===== src/rtl/cpu_pkg.sv =====
// cpu_pkg: access-size encodings, load/store unit state type and word geometry
// shared by the load/store unit and its lane aligner.
package cpu_pkg;
    localparam logic [1:0] SZ_BYTE = 2'b00;
    localparam logic [1:0] SZ_HALF = 2'b01;
    localparam logic [1:0] SZ_WORD = 2'b10;
    localparam int WORD_BYTES = 4;
    typedef enum logic [1:0] {IDLE, READ, WRITE, RESP} lsu_state_t;
endpackage


===== src/rtl/lsu_lane_align.sv =====
// lsu_lane_align: extracts and extends load lanes from a memory word and
// merges sub-word store data into the old word for read-modify-write.
module lsu_lane_align
    import cpu_pkg::*;
(
    input  logic [31:0] i_word,
    input  logic [1:0]  i_offset,
    input  logic [1:0]  i_size,
    input  logic        i_unsigned,
    input  logic [31:0] i_wdata,
    output logic [31:0] o_load_data,
    output logic [31:0] o_store_word
);
    logic [4:0]  w_byte_shift;
    logic [4:0]  w_half_shift;
    logic [7:0]  w_byte;
    logic [15:0] w_half;
    logic [31:0] w_mask;
    logic [31:0] w_ins;
    always_comb begin
        w_byte_shift = {i_offset, 3'b000};
        w_half_shift = {i_offset[1], 4'b0000};
        w_byte = 8'(i_word >> w_byte_shift);
        w_half = 16'(i_word >> w_half_shift);
        o_load_data = (i_size == SZ_BYTE) ? {{24{~i_unsigned & w_byte[7]}}, w_byte}
                    : (i_size == SZ_HALF) ? {{16{~i_unsigned & w_half[15]}}, w_half}
                    : i_word;
        w_mask = (i_size == SZ_BYTE) ? 32'h0000_00FF << w_byte_shift : 32'h0000_FFFF << w_half_shift;
        w_ins = (i_size == SZ_BYTE) ? {24'b0, i_wdata[7:0]} << w_byte_shift
              : {16'b0, i_wdata[15:0]} << w_half_shift;
        o_store_word = (i_size == SZ_WORD) ? i_wdata : (i_word & ~w_mask) | w_ins;
    end
endmodule


===== src/rtl/load_store_unit.sv =====
// load_store_unit: byte/half/word loads and stores onto a word-wide Data_Memory,
// sub-word stores by read-modify-write. LSU_MISALIGN_TRAP_EN turns misaligned accesses into errors.
module load_store_unit
    import cpu_pkg::*;
#(
    parameter int DMEM_WORDS = 1024,
    parameter int ADDR_W     = 32
) (
    input  logic              clk,
    input  logic              rst,
    input  logic              req_valid,
    output logic              req_ready,
    input  logic              req_we,
    input  logic [1:0]        req_size,
    input  logic              req_unsigned,
    input  logic [ADDR_W-1:0] req_addr,
    input  logic [31:0]       req_wdata,
    output logic              rsp_valid,
    output logic [31:0]       rsp_rdata,
    output logic              rsp_err,
    output logic              mem_we,
    output logic [ADDR_W-1:0] mem_a,
    output logic [31:0]       mem_wd,
    input  logic [31:0]       mem_rd
);
    localparam int OFF_W = $clog2(WORD_BYTES);
    lsu_state_t        r_state;
    lsu_state_t        w_next;
    logic [ADDR_W-1:0] r_addr;
    logic [1:0]        r_size;
    logic              r_we;
    logic              r_unsigned;
    logic              r_err;
    logic [31:0]       r_wdata;
    logic [31:0]       r_word;
    logic              w_accept;
    logic              w_size_err;
    logic              w_range_err;
    logic              w_err;
    logic [ADDR_W-1:0] w_addr;
    logic [31:0]       w_load_data;
    logic [31:0]       w_store_word;

    assign w_accept    = req_valid && r_state == IDLE;
    assign w_size_err  = req_size == 2'b11;
    assign w_range_err = {{OFF_W{1'b0}}, req_addr[ADDR_W-1:OFF_W]} >= ADDR_W'(DMEM_WORDS);
`ifdef LSU_MISALIGN_TRAP_EN
    logic w_misalign;
    assign w_misalign = (req_size == SZ_HALF && req_addr[0]) || (req_size == SZ_WORD && req_addr[1:0] != 2'b00);
    assign w_addr     = req_addr;
    assign w_err      = w_size_err || w_range_err || w_misalign;
`else
    // Misaligned low bits are dropped so the access snaps to its natural boundary.
    assign w_addr = {req_addr[ADDR_W-1:2], req_addr[1] & (req_size != SZ_WORD), req_addr[0] & (req_size == SZ_BYTE)};
    assign w_err  = w_size_err || w_range_err;
`endif

    always_ff @(posedge clk or negedge rst) begin
        if (!rst) r_state <= IDLE;
        else      r_state <= w_next;
    end

    always_ff @(posedge clk or negedge rst) begin
        if (!rst) begin
            r_addr     <= '0;
            r_size     <= '0;
            r_we       <= 1'b0;
            r_unsigned <= 1'b0;
            r_err      <= 1'b0;
            r_wdata    <= '0;
            r_word     <= '0;
        end else begin
            if (w_accept) begin
                r_addr     <= w_addr;
                r_size     <= req_size;
                r_we       <= req_we;
                r_unsigned <= req_unsigned;
                r_err      <= w_err;
                r_wdata    <= req_wdata;
            end
            if (r_state == READ) r_word <= mem_rd;
        end
    end

    always_comb begin
        w_next = r_state;
        case (r_state)
            IDLE:    if (w_accept) w_next = w_err ? RESP : (req_we && req_size == SZ_WORD) ? WRITE : READ;
            READ:    w_next = r_we ? WRITE : RESP;
            WRITE:   w_next = RESP;
            default: w_next = IDLE;
        endcase
    end

    lsu_lane_align u_align (
        .i_word       (r_word),
        .i_offset     (r_addr[1:0]),
        .i_size       (r_size),
        .i_unsigned   (r_unsigned),
        .i_wdata      (r_wdata),
        .o_load_data  (w_load_data),
        .o_store_word (w_store_word)
    );

    always_comb begin
        req_ready = r_state == IDLE;
        rsp_valid = r_state == RESP;
        rsp_err   = rsp_valid && r_err;
        rsp_rdata = (rsp_valid && !r_we && !r_err) ? w_load_data : 32'h0;
        mem_we    = r_state == WRITE;
        mem_a     = (r_state == READ || r_state == WRITE) ? {r_addr[ADDR_W-1:2], 2'b00} : '0;
        mem_wd    = mem_we ? w_store_word : 32'h0;
    end
endmodule


===== config.mk =====
export PLATFORM = sky130hd
export DESIGN_NAME = load_store_unit
export DESIGN_NICKNAME = d
export VERILOG_FILES = /design/src/rtl/cpu_pkg.sv /design/src/rtl/lsu_lane_align.sv /design/src/rtl/load_store_unit.sv
export SDC_FILE = /design/constraint.sdc
export NUM_CORES = 1
export LEC_CHECK = 0
export CORE_MARGIN = 2
export CORE_UTILIZATION = 48
export CTS_CLUSTER_SIZE = 10
export DETAILED_ROUTE_END_ITERATION = 6
export HOLD_SLACK_MARGIN = 0.03
export PLACE_DENSITY = 0.85
export SLEW_MARGIN = 20
export SYNTH_ARGS = -nofsm -noshare
export SYNTH_HDL_FRONTEND = slang
export SYNTH_HIERARCHICAL = 1
export SYNTH_SLANG_ARGS = --single-unit
export TNS_END_PERCENT = 50

===== constraint.sdc =====
create_clock -name clk -period 2.3 [get_ports clk]
set_input_delay 0.46 -clock clk [delete_from_list [all_inputs] [get_ports clk]]
set_output_delay 0.46 -clock clk [all_outputs]
set_load 0.02 [all_outputs]

==> impl_results.md, run 1 <==
* Status: complete, but fails checks
* Violated checks: setup timing
* Sequential share of power at 0.230
* Worst VDD drop at between 0.001 and 0.0015 V
* Crit path cell chain: buf_6 > or3_1 > o22a_2 > nor2_8 > a221o_1 > and2_4 > buf_6
* H-tree Lvls at 3
* Chip Width at ~120 um
* DIE AREA at between 10000 and 15000 um2
* Clock power frac at 0.092
* Number of max-cap violations at 0
* Worst hold slack at around 0.06 ns
* Most frequent cells in the layout: clkdlybuf4s50_1 (103), buf_4 (103), mux2_2 (100)
* Worst Path Arrival at 2.16 ns
* Initial drt markers at 568
* Most used cell, CP: buf_6
* Total power at ~0.016 W
* Finished Layout Cells at 1095
* Clock Latency Late Sink at approximately 0.36 ns
* Number of vias per cell at roughly 5.8
* Synth Warn # at 6
* PD cells at approximately 1600 nW/um2
* Clock Tree Buf Depth at 2
* Synthesized area at 6560 um2
* Gate power share at 0.678
* Synth Register Bits at approximately 100
* CP Launch Type: flop
* Die height at ~120 um
* Top Family by Delay on Critical Path: simple AND/OR/NAND/NOR gates
* RR Endpoint: r_addr[2]
* Sw Share at 0.440
* Clk_skew at 0.00764 ns
* Ports at between 200 and 250
* Sw power at just over 0.007 W
* Largest net degree at the start of global routing at 49
* Synth cell types at between 60 and 70
* Crit-path max FO at 8
* GRT overflow at 0
* Critical Path RT at around 1.8 ns
* Final core utilization at 0.756
* Hold Path Class: primary input to asynchronous set/reset pin
* FFs w/ async S/R, synth at 1.00
* WL/cell at roughly 21 um
* Final worst path period need at approximately 2.6 ns
* Critical path class: flop to output port
* Reg2reg setup slack at 0.60 ns
* Setup TNS at -12.16 ns
* P_int at between 0.009 and 0.01 W
* Initial antenna violation count at 0
* CTS tree: yes
* Routed Antenna Nets at 0
* WP buf/inv at 2
* Crit-path slowest cell: dfrtp_2
* Slew Limit Fails at 0
* Fmax at roughly 0.38 GHz
* All-Layer GR Usage at 0.318
* Post-synthesis sequential area ratio at 0.393
* Core ar. at 13300 um2
* First-pass iteration count of the detailed router at 5
* Syn Inst Count at between 600 and 700
* DR vias at between 6000 and 7000
* Critical Path End: rsp_rdata[13]
* RSZ-0062 raised after global routing: yes
* Final period util at 1.14
* Routability congestion estimate at 0.942
* Final WL at between 20000 and 25000 um
* DRC at 0
* Leak Pwr at approximately 4.5 nW
* Root Driver: clkbuf_16
* Filler cell count at around 870
* Slowest cell delay on critical path at 0.46 ns
* Worst setup margin at -0.316 ns
* EDFF count, synth at 0
* CP startpoint: r_addr[1]
* IO buf count at 200
* Vias in the first global route at between 6000 and 7000
* FF-to-FF Start: r_state[0]
* Final hold violation count at 0
* # setup viols final at 64
* Initial Util at 0.493
* TritonCTS Buffers at 9
* Post-Place Cells at ~1100
* CTS Sinks at 103
* Area grow syn2layout at 53.4%
* Crit path capture type: output port
* DP HPWL at 17000 um
* Share of post-route cells with drive strength above 1 at 0.492
* Synthesized area per cell at between 10 and 15 um2
* Clock transition at path regs at 0.07 ns
* Layout Nets at around 1000
* Crit path depth at 7
* Top FF cell, synth: dfrtp_1
* Ant diodes at 0
* Worst R2R Path Depth at 5
* First-pass GRT wire length at about 36000 um
* Site Rows at 42
==> power groups by stage <==
stage / clock [W] / combinational, W / sequential [W]
6_report: 0.00149 / 0.0110 / 0.00373
5_1_grt: 0.00159 / 0.0116 / 0.00380
4_1_cts: 0.00151 / 0.0103 / 0.00367
3_5_place_dp: 0 / 0.00979 / 0.00369
3_3_place_gp: 0 / 0.00960 / 0.00363
2_1_floorplan: 0 / 0.00583 / 0.00331
==> cell usage after synthesis (2+ instances only) <==
cell | number | area (um2)
mux2_1 | 7 | 78.8
o221ai_1 | 3 | 26.3
mux2_2 | 105 | 1180
nor2b_1 | 5 | 31.3
nand2_2 | 7 | 43.8
a311oi_1 | 7 | 61.3
a22o_1 | 8 | 70.1
mux4_2 | 4 | 90.1
a31oi_1 | 14 | 87.6
buf_6 | 5 | 56.3
a221oi_1 | 2 | 17.5
o21ai_2 | 3 | 26.3
o22ai_1 | 2 | 12.5
a21o_1 | 3 | 22.5
nor2_1 | 43 | 161
and3_1 | 2 | 12.5
ha_1 | 4 | 50.1
a221oi_2 | 2 | 30.0
mux4_1 | 3 | 78.8
dfrtp_1 | 103 | 2580
a211oi_1 | 2 | 15.0
buf_4 | 7 | 52.6
nor3_1 | 2 | 10.0
clkbuf_1 | 18 | 67.6
nand2_1 | 34 | 128
a22oi_1 | 4 | 30.0
a221o_1 | 8 | 80.1
nand2b_1 | 2 | 12.5
inv_2 | 2 | 7.51
and2_1 | 96 | 601
inv_1 | 15 | 56.3
mux2i_1 | 11 | 110
nor4_1 | 4 | 25.0
o21ai_4 | 2 | 32.5
o21ai_0 | 30 | 150
a21oi_1 | 9 | 45.0
nand3_1 | 5 | 25.0
o21a_1 | 9 | 67.6
buf_2 | 16 | 80.1
==> area by class of cell <==
type	count	area (um2)	share of cell area
flip-flops and latches	103	2580	0.257
well taps	176	220	0.0219
clock buffers	11	243	0.0241
clock inverters	5	40.0	0.00398
multi-input cells	464	3990	0.397
inverters	18	70.1	0.00697
repair buffers	318	2910	0.289
==> kinds of logic (layout without fill, tap and decap cells) <==
group | Yosys count | count (layout) | synth area share
flops | 103 | 103 | 0.393
fa+ha+maj | 4 | 4 | 0.00764
simple gates | 210 | 210 | 0.175
compound gates | 117 | 117 | 0.133
buf+inv | 66 | 352 | 0.0534
mux | 131 | 131 | 0.237
other cells | 1 | 2 | 0.000572
==> through the flow <==
step,setup WS (ns),instance area (um2)
detailed placement,-0.425,9320
floorplan,0.277,6560
CTS,-0.303,9900
global placement,-0.379,9320
finish,-0.316,10100
global route,-0.365,10100
==> timing repair <==
action,4_1_cts,5_1_grt
gates cloned,0,0
hold buffers,0,0
setup buffers,16,9
setup endpoints to repair,97,95
pin swaps,40,37
resized for setup,476,120
==> routing by layer <==
layer / wire [um] / global-route usage / share of wire
met5: 0 / 0 / 0
met4: 756 / 0.126 / 0.033
met3: 1710 / 0.0634 / 0.074
met2: 11300 / 0.538 / 0.49
met1: 9210 / 0.399 / 0.40
==> flip-flops by register name, summed over array words and instances, names as in the netlist <==
| register | cells |
|---|---|
| r_addr | 32 |
| r_err | 1 |
| r_size | 2 |
| r_state | 2 |
| r_unsigned | 1 |
| r_wdata | 32 |
| r_we | 1 |
| r_word | 32 |
==> worst min-delay path by stage <==
stage,start,cells after the start,to,slack (ns)
floorplan,rst,0,r_addr[0],0.16
global placement,rst,1,r_word[8],0.45
detailed placement,rst,1,r_word[14],0.45
CTS,rst,1,r_word[14],0.08
global route,rst,1,r_word[14],0.1
finish,rst,1,r_word[14],0.06
Power figures use the tool's default switching activity.
==> run 2, diff against run 1 <==
--- a/config.mk
+++ b/config.mk
@@ -6,11 +6,11 @@
 export NUM_CORES = 1
 export LEC_CHECK = 0
 export CORE_MARGIN = 2
-export CORE_UTILIZATION = 48
+export CORE_UTILIZATION = 45
 export CTS_CLUSTER_SIZE = 10
 export DETAILED_ROUTE_END_ITERATION = 6
 export HOLD_SLACK_MARGIN = 0.03
-export PLACE_DENSITY = 0.85
+export PLACE_DENSITY = 0.81
 export SLEW_MARGIN = 20
 export SYNTH_ARGS = -nofsm -noshare
 export SYNTH_HDL_FRONTEND = slang
==> impl_results.md, run 2 (synthesis results as in run 1) <==
* Status: complete, but fails checks
* Violated checks: setup timing
* Largest net degree at the start of global routing at slightly above 60
* Filler cell count at about 1000
* DP HPWL at roughly 17000 um
* Root Driver: clkbuf_16
* Clock Latency Late Sink at 0.36 ns
* Layout Nets at 1024
* First-pass GRT wire length at ~35000 um
* Routed Antenna Nets at 0
* Commonest non-fill, non-tap cell in the layout: clkdlybuf4s50_1
* Vias in the first global route at approximately 6400
* DRC at 0
* RSZ-0062 raised after global routing: yes
* H-tree Lvls at 3
* Sw power at just over 0.007 W
* Clock Tree Buf Depth at 2
* Worst hold slack at between 0.04 and 0.05 ns
* Final hold violation count at 0
* Share of post-route cells with drive strength above 1 at 0.501
* Chip Width at between 100 and 150 um
* WL/cell at roughly 21 um
* # setup viols final at between 60 and 70
* Area grow syn2layout at 58.8%
* Number of max-cap violations at 0
* DR vias at around 6100
* Sequential share of power at 0.220
* Slew Limit Fails at 0
* Final worst path period need at 2.54 ns
* Critical Path RT at between 1.5 and 2 ns
* Sw Share at 0.428
* All-Layer GR Usage at 0.291
* Final core utilization at 0.724
* PD cells at around 1600 nW/um2
* Clock power frac at 0.100
* Ant diodes at 0
* IO buf count at 200
* Critical path class: flop to output port
* First-pass iteration count of the detailed router at 5
* CTS Sinks at slightly above 100
* GRT overflow at 0
* Fmax at approximately 0.39 GHz
* Ports at around 200
* Hold Path Class: primary input to asynchronous set/reset pin
* Crit-path max FO at 8
* Gate power share at 0.680
* Final WL at ~23000 um
* Multi-input gate area at about 4000 um2
* Crit path capture type: output port
* Initial antenna violation count at 0
* Clk_skew at 0.0120 ns
* Top flop regs: r_addr x32, r_wdata x32, r_word x32
* Worst Path Arrival at 2.08 ns
* Hold buffer count at CTS at 0
* CTS tree: yes
* Clock transition at path regs at roughly 0.080 ns
* TritonCTS Buffers at 9
* Setup TNS at -8.55 ns
* Number of vias per cell at about 5.5
* Routability congestion estimate at 0.926
* Final period util at 1.10
* P_int at ~0.0096 W
* Leak Pwr at roughly 4.6 nW
* Initial drt markers at around 380
* Core ar. at ~14000 um2
* DIE AREA at 15500 um2
* Setup Slack @ Placement at -0.313 ns
* FF-to-FF Start: r_state[1]
* Most frequent cells in the layout: clkdlybuf4s50_1 (102), mux2_2 (99), dfrtp_1 (99)
* CP startpoint: r_size[0]
* Worst VDD drop at about 0.00095 V
* Seq. cell area at between 2000 and 3000 um2
* Site Rows at 44
* Worst setup margin at -0.237 ns
* Initial Util at 0.456
* Total power at between 0.015 and 0.02 W
* Die height at 125 um
* CP Launch Type: flop
## run 2: critical path, stage by stage, from the launching register on
cell and delay [ns]:
dfrtp_2 0.48, or3b_1 0.37, o22a_2 0.30, nor2_8 0.15, a221o_1 0.17, and2_4 0.16, buf_6 0.11
## run 2: routing by layer
metal,global-route usage,part of all wire
met4,0.143,0.049
met5,0,0
met3,0.0790,0.079
met2,0.474,0.48
met1,0.355,0.40
## run 2: timing repair
| action | 4_1_cts | 5_1_grt |
|---|---|---|
| endpoints found under the setup margin | 96 | 92 |
| setup buffers | 15 | 10 |
| pin swaps | 41 | 29 |
| gates resized for setup | 571 | 64 |
## run 2: area by class of cell
class	count	area share
multi-input cells	464	0.383
flip-flops and latches	103	0.248
clock inverters	7	0.00962
well taps	184	0.0221
inverters	18	0.00733
clock buffers	9	0.0216
repair buffers	321	0.308
## run 2: power groups by stage
stage          registers [W]  clock network [W]  logic, W
5_1_grt              0.00379            0.00178    0.0121
4_1_cts              0.00365            0.00170    0.0107
3_3_place_gp         0.00361                  0   0.00978
2_1_floorplan        0.00331                  0   0.00583
3_5_place_dp         0.00363                  0   0.00994
6_report             0.00369            0.00167    0.0114
## run 2: worst paths after layout
check	cells after the start	slack, ns	to
worst max-delay path	6	-0.24	rsp_rdata[31]
worst min-delay path	1	0.04	r_word[12]
worst max register to register	5	0.62	r_wdata[26]
worst min register to register	1	0.50	r_addr[29]
max in group asynchronous	2	1.54	r_size[0]
min in group clk	1	0.50	r_addr[29]
## run 2: metrics by stage
step	cell area (um2)	cells
after floorplan	6560	633
after global placement	9380	1066
after detailed placement	9380	1066
after CTS	10200	1096
after global routing	10400	1106
final	10400	1106
==> run 3, diff against run 2 <==
--- a/config.mk
+++ b/config.mk
@@ -5,7 +5,7 @@
 export SDC_FILE = /design/constraint.sdc
 export NUM_CORES = 1
 export LEC_CHECK = 0
-export CORE_MARGIN = 2
+export CORE_ASPECT_RATIO = 1.2
 export CORE_UTILIZATION = 45
 export CTS_CLUSTER_SIZE = 10
 export DETAILED_ROUTE_END_ITERATION = 6
==> impl_results.md, run 3 (synthesis results as in run 1) <==
* DP HPWL at between 15000 and 20000 um
* Slew Limit Fails at 0
* Area grow syn2layout at 52.3%
* Worst slew pin tran at between 0.5 and 0.6 ns
* CTS Sinks at 103
* Crit-path slowest cell: dfrtp_2
* Crit-path max FO at 8
* Violated checks: DRC, setup timing
* Ports at about 200
* Slew margin rel. at 0.628
* Initial Util at 0.468
* Largest net degree at the start of global routing at 46
* Layout Nets at approximately 1000
* Worst VDD drop at about 0.00089 V
* Total power at around 0.016 W
* Reg2reg setup slack at approximately 0.58 ns
* Status: complete, but fails checks
* Share of post-route cells with drive strength above 1 at 0.469
* Final worst path period need at 2.58 ns
* H-tree Lvls at 3
* Final core utilization at 0.713
* Most frequent cells in the layout: clkdlybuf4s50_1 (102), mux2_2 (100), dfrtp_1 (99)
* Routability congestion estimate at between 0.9 and 1
* GRT overflow at 0
* Clock Tree Buf Depth at 2
* Design Area, Final at 9980 um2
* Worst setup margin at -0.276 ns
* RSZ-0062 raised after global routing: yes
* Worst Path Arrival at approximately 2.1 ns
* Post-placement cell area at approximately 9200 um2
* Final hold violation count at 0
* Clock Latency Late Sink at 0.36 ns
* Critical Path RT at 1.84 ns
* Number of max-cap violations at 0
* Initial drt markers at ~480
* IO buf count at 200
* Leak Pwr at 4.38 nW
* Worst hold slack at ~0.077 ns
* Clk_skew at 0.00481 ns
* Fmax at 0.388 GHz
* Initial antenna violation count at 0
* DIE AREA at roughly 15000 um2
* # setup viols final at between 60 and 70
* Final period util at 1.12
* Site Rows at between 40 and 50
* Vias in the first global route at between 6000 and 7000
* Root Driver: clkbuf_16
* Core ar. at roughly 14000 um2
* Top flop regs: r_addr x32, r_wdata x32, r_word x32
* DRC at 15
* Critical path class: flop to output port
* Crit path cell chain: buf_6 > or3b_1 > o22a_2 > nor2_8 > a221o_1 > and2_1 > buf_4
* WL/cell at ~21 um
* Ant diodes at 0
* Die height at 134 um
* Hold Path Class: primary input to asynchronous set/reset pin
* Chip Width at ~110 um
* Finished Layout Cells at around 1100
* Number of vias per cell at 5.76
* First-pass GRT wire length at 33600 um
* Routed Antenna Nets at 0
* CTS tree: yes
* Crit path capture type: output port
* Clock transition at path regs at around 0.07 ns
* First-pass iteration count of the detailed router at 7
* All-Layer GR Usage at 0.290
* Slowest cell delay on critical path at between 0.4 and 0.5 ns
* Hold buffer count at CTS at 0
* CP Launch Type: flop
* DR vias at 6177
* Commonest non-fill, non-tap cell in the layout: clkdlybuf4s50_1
* TritonCTS Buffers at 9
* Post-Place Cells at just over 1000
* Final WL at approximately 22000 um
* PD cells at ~1600 nW/um2
[run 3: changes by cell type in the layout (fill, tap and decap cells not counted), sizes merged]
cell,change
clkdlybuf4s15,-11
inv,-3
dlygate4sd2,-2
buf,-27
bufinv,-1
clkbuf,+23
[run 3: critical path: cells and delay by family (launching register included)]
kind,cells,cell delay [ns]
AOI/OAI and AO/OA,2,0.44
DFF,1,0.44
buffers and inverters,2,0.26
and+or+nand+nor,3,0.62
[run 3: stage by stage]
| step | setup TNS [ns] | worst slack [ns] |
|---|---|---|
| 3_5_place_dp | -15.78 | -0.339 |
| 5_1_grt | -13.67 | -0.344 |
| 2_1_floorplan | 0 | 0.277 |
| 6_report | -9.86 | -0.276 |
| 3_3_place_gp | -13.79 | -0.272 |
| 4_1_cts | -9.49 | -0.285 |
[run 3: area by class of cell]
class / instances / area [um2]
clock buffers: 13 / 280
clock inverters: 3 / 25.0
fillers: 956 / 4010
inverters: 18 / 77.6
multi-input cells: 464 / 3930
flip-flops and latches: 103 / 2580
well taps: 171 / 214
repair buffers: 300 / 2880
[run 3: report_power, final]
group	switching (W)	leakage, nW	internal, W
logic	0.00519	3.03	0.00534
clock network	0.000718	0.148	0.000858
registers	0.00102	1.20	0.00275
total	0.00693	4.38	0.00894
[run 3: timing repair]
action,4_1_cts,5_1_grt
gates resized for setup,485,103
pin swaps,16,34
cloned,0,0
endpoints found under the setup margin,96,95
setup buffers,12,12
[run 3: path summary, 6_finish.rpt]
kind,from,endpoint,depth (start not counted)
worst min-delay path,rst,r_word[19],1
min in group clk,r_addr[16],r_addr[16],1
worst min register to register,r_addr[16],r_addr[16],1
max in group asynchronous,rst,r_word[29],2
worst max-delay path,r_addr[1],rsp_rdata[31],7
worst max register to register,r_state[1],r_addr[17],5
[run 3: routing by layer]
layer  up-vias  global-route usage  part of all wire
met5         -                   0                 0
met4         0               0.130             0.050
met3        74              0.0755             0.087
li1       2759                   -                 -
met1      2994               0.340              0.37
met2       350               0.500              0.49
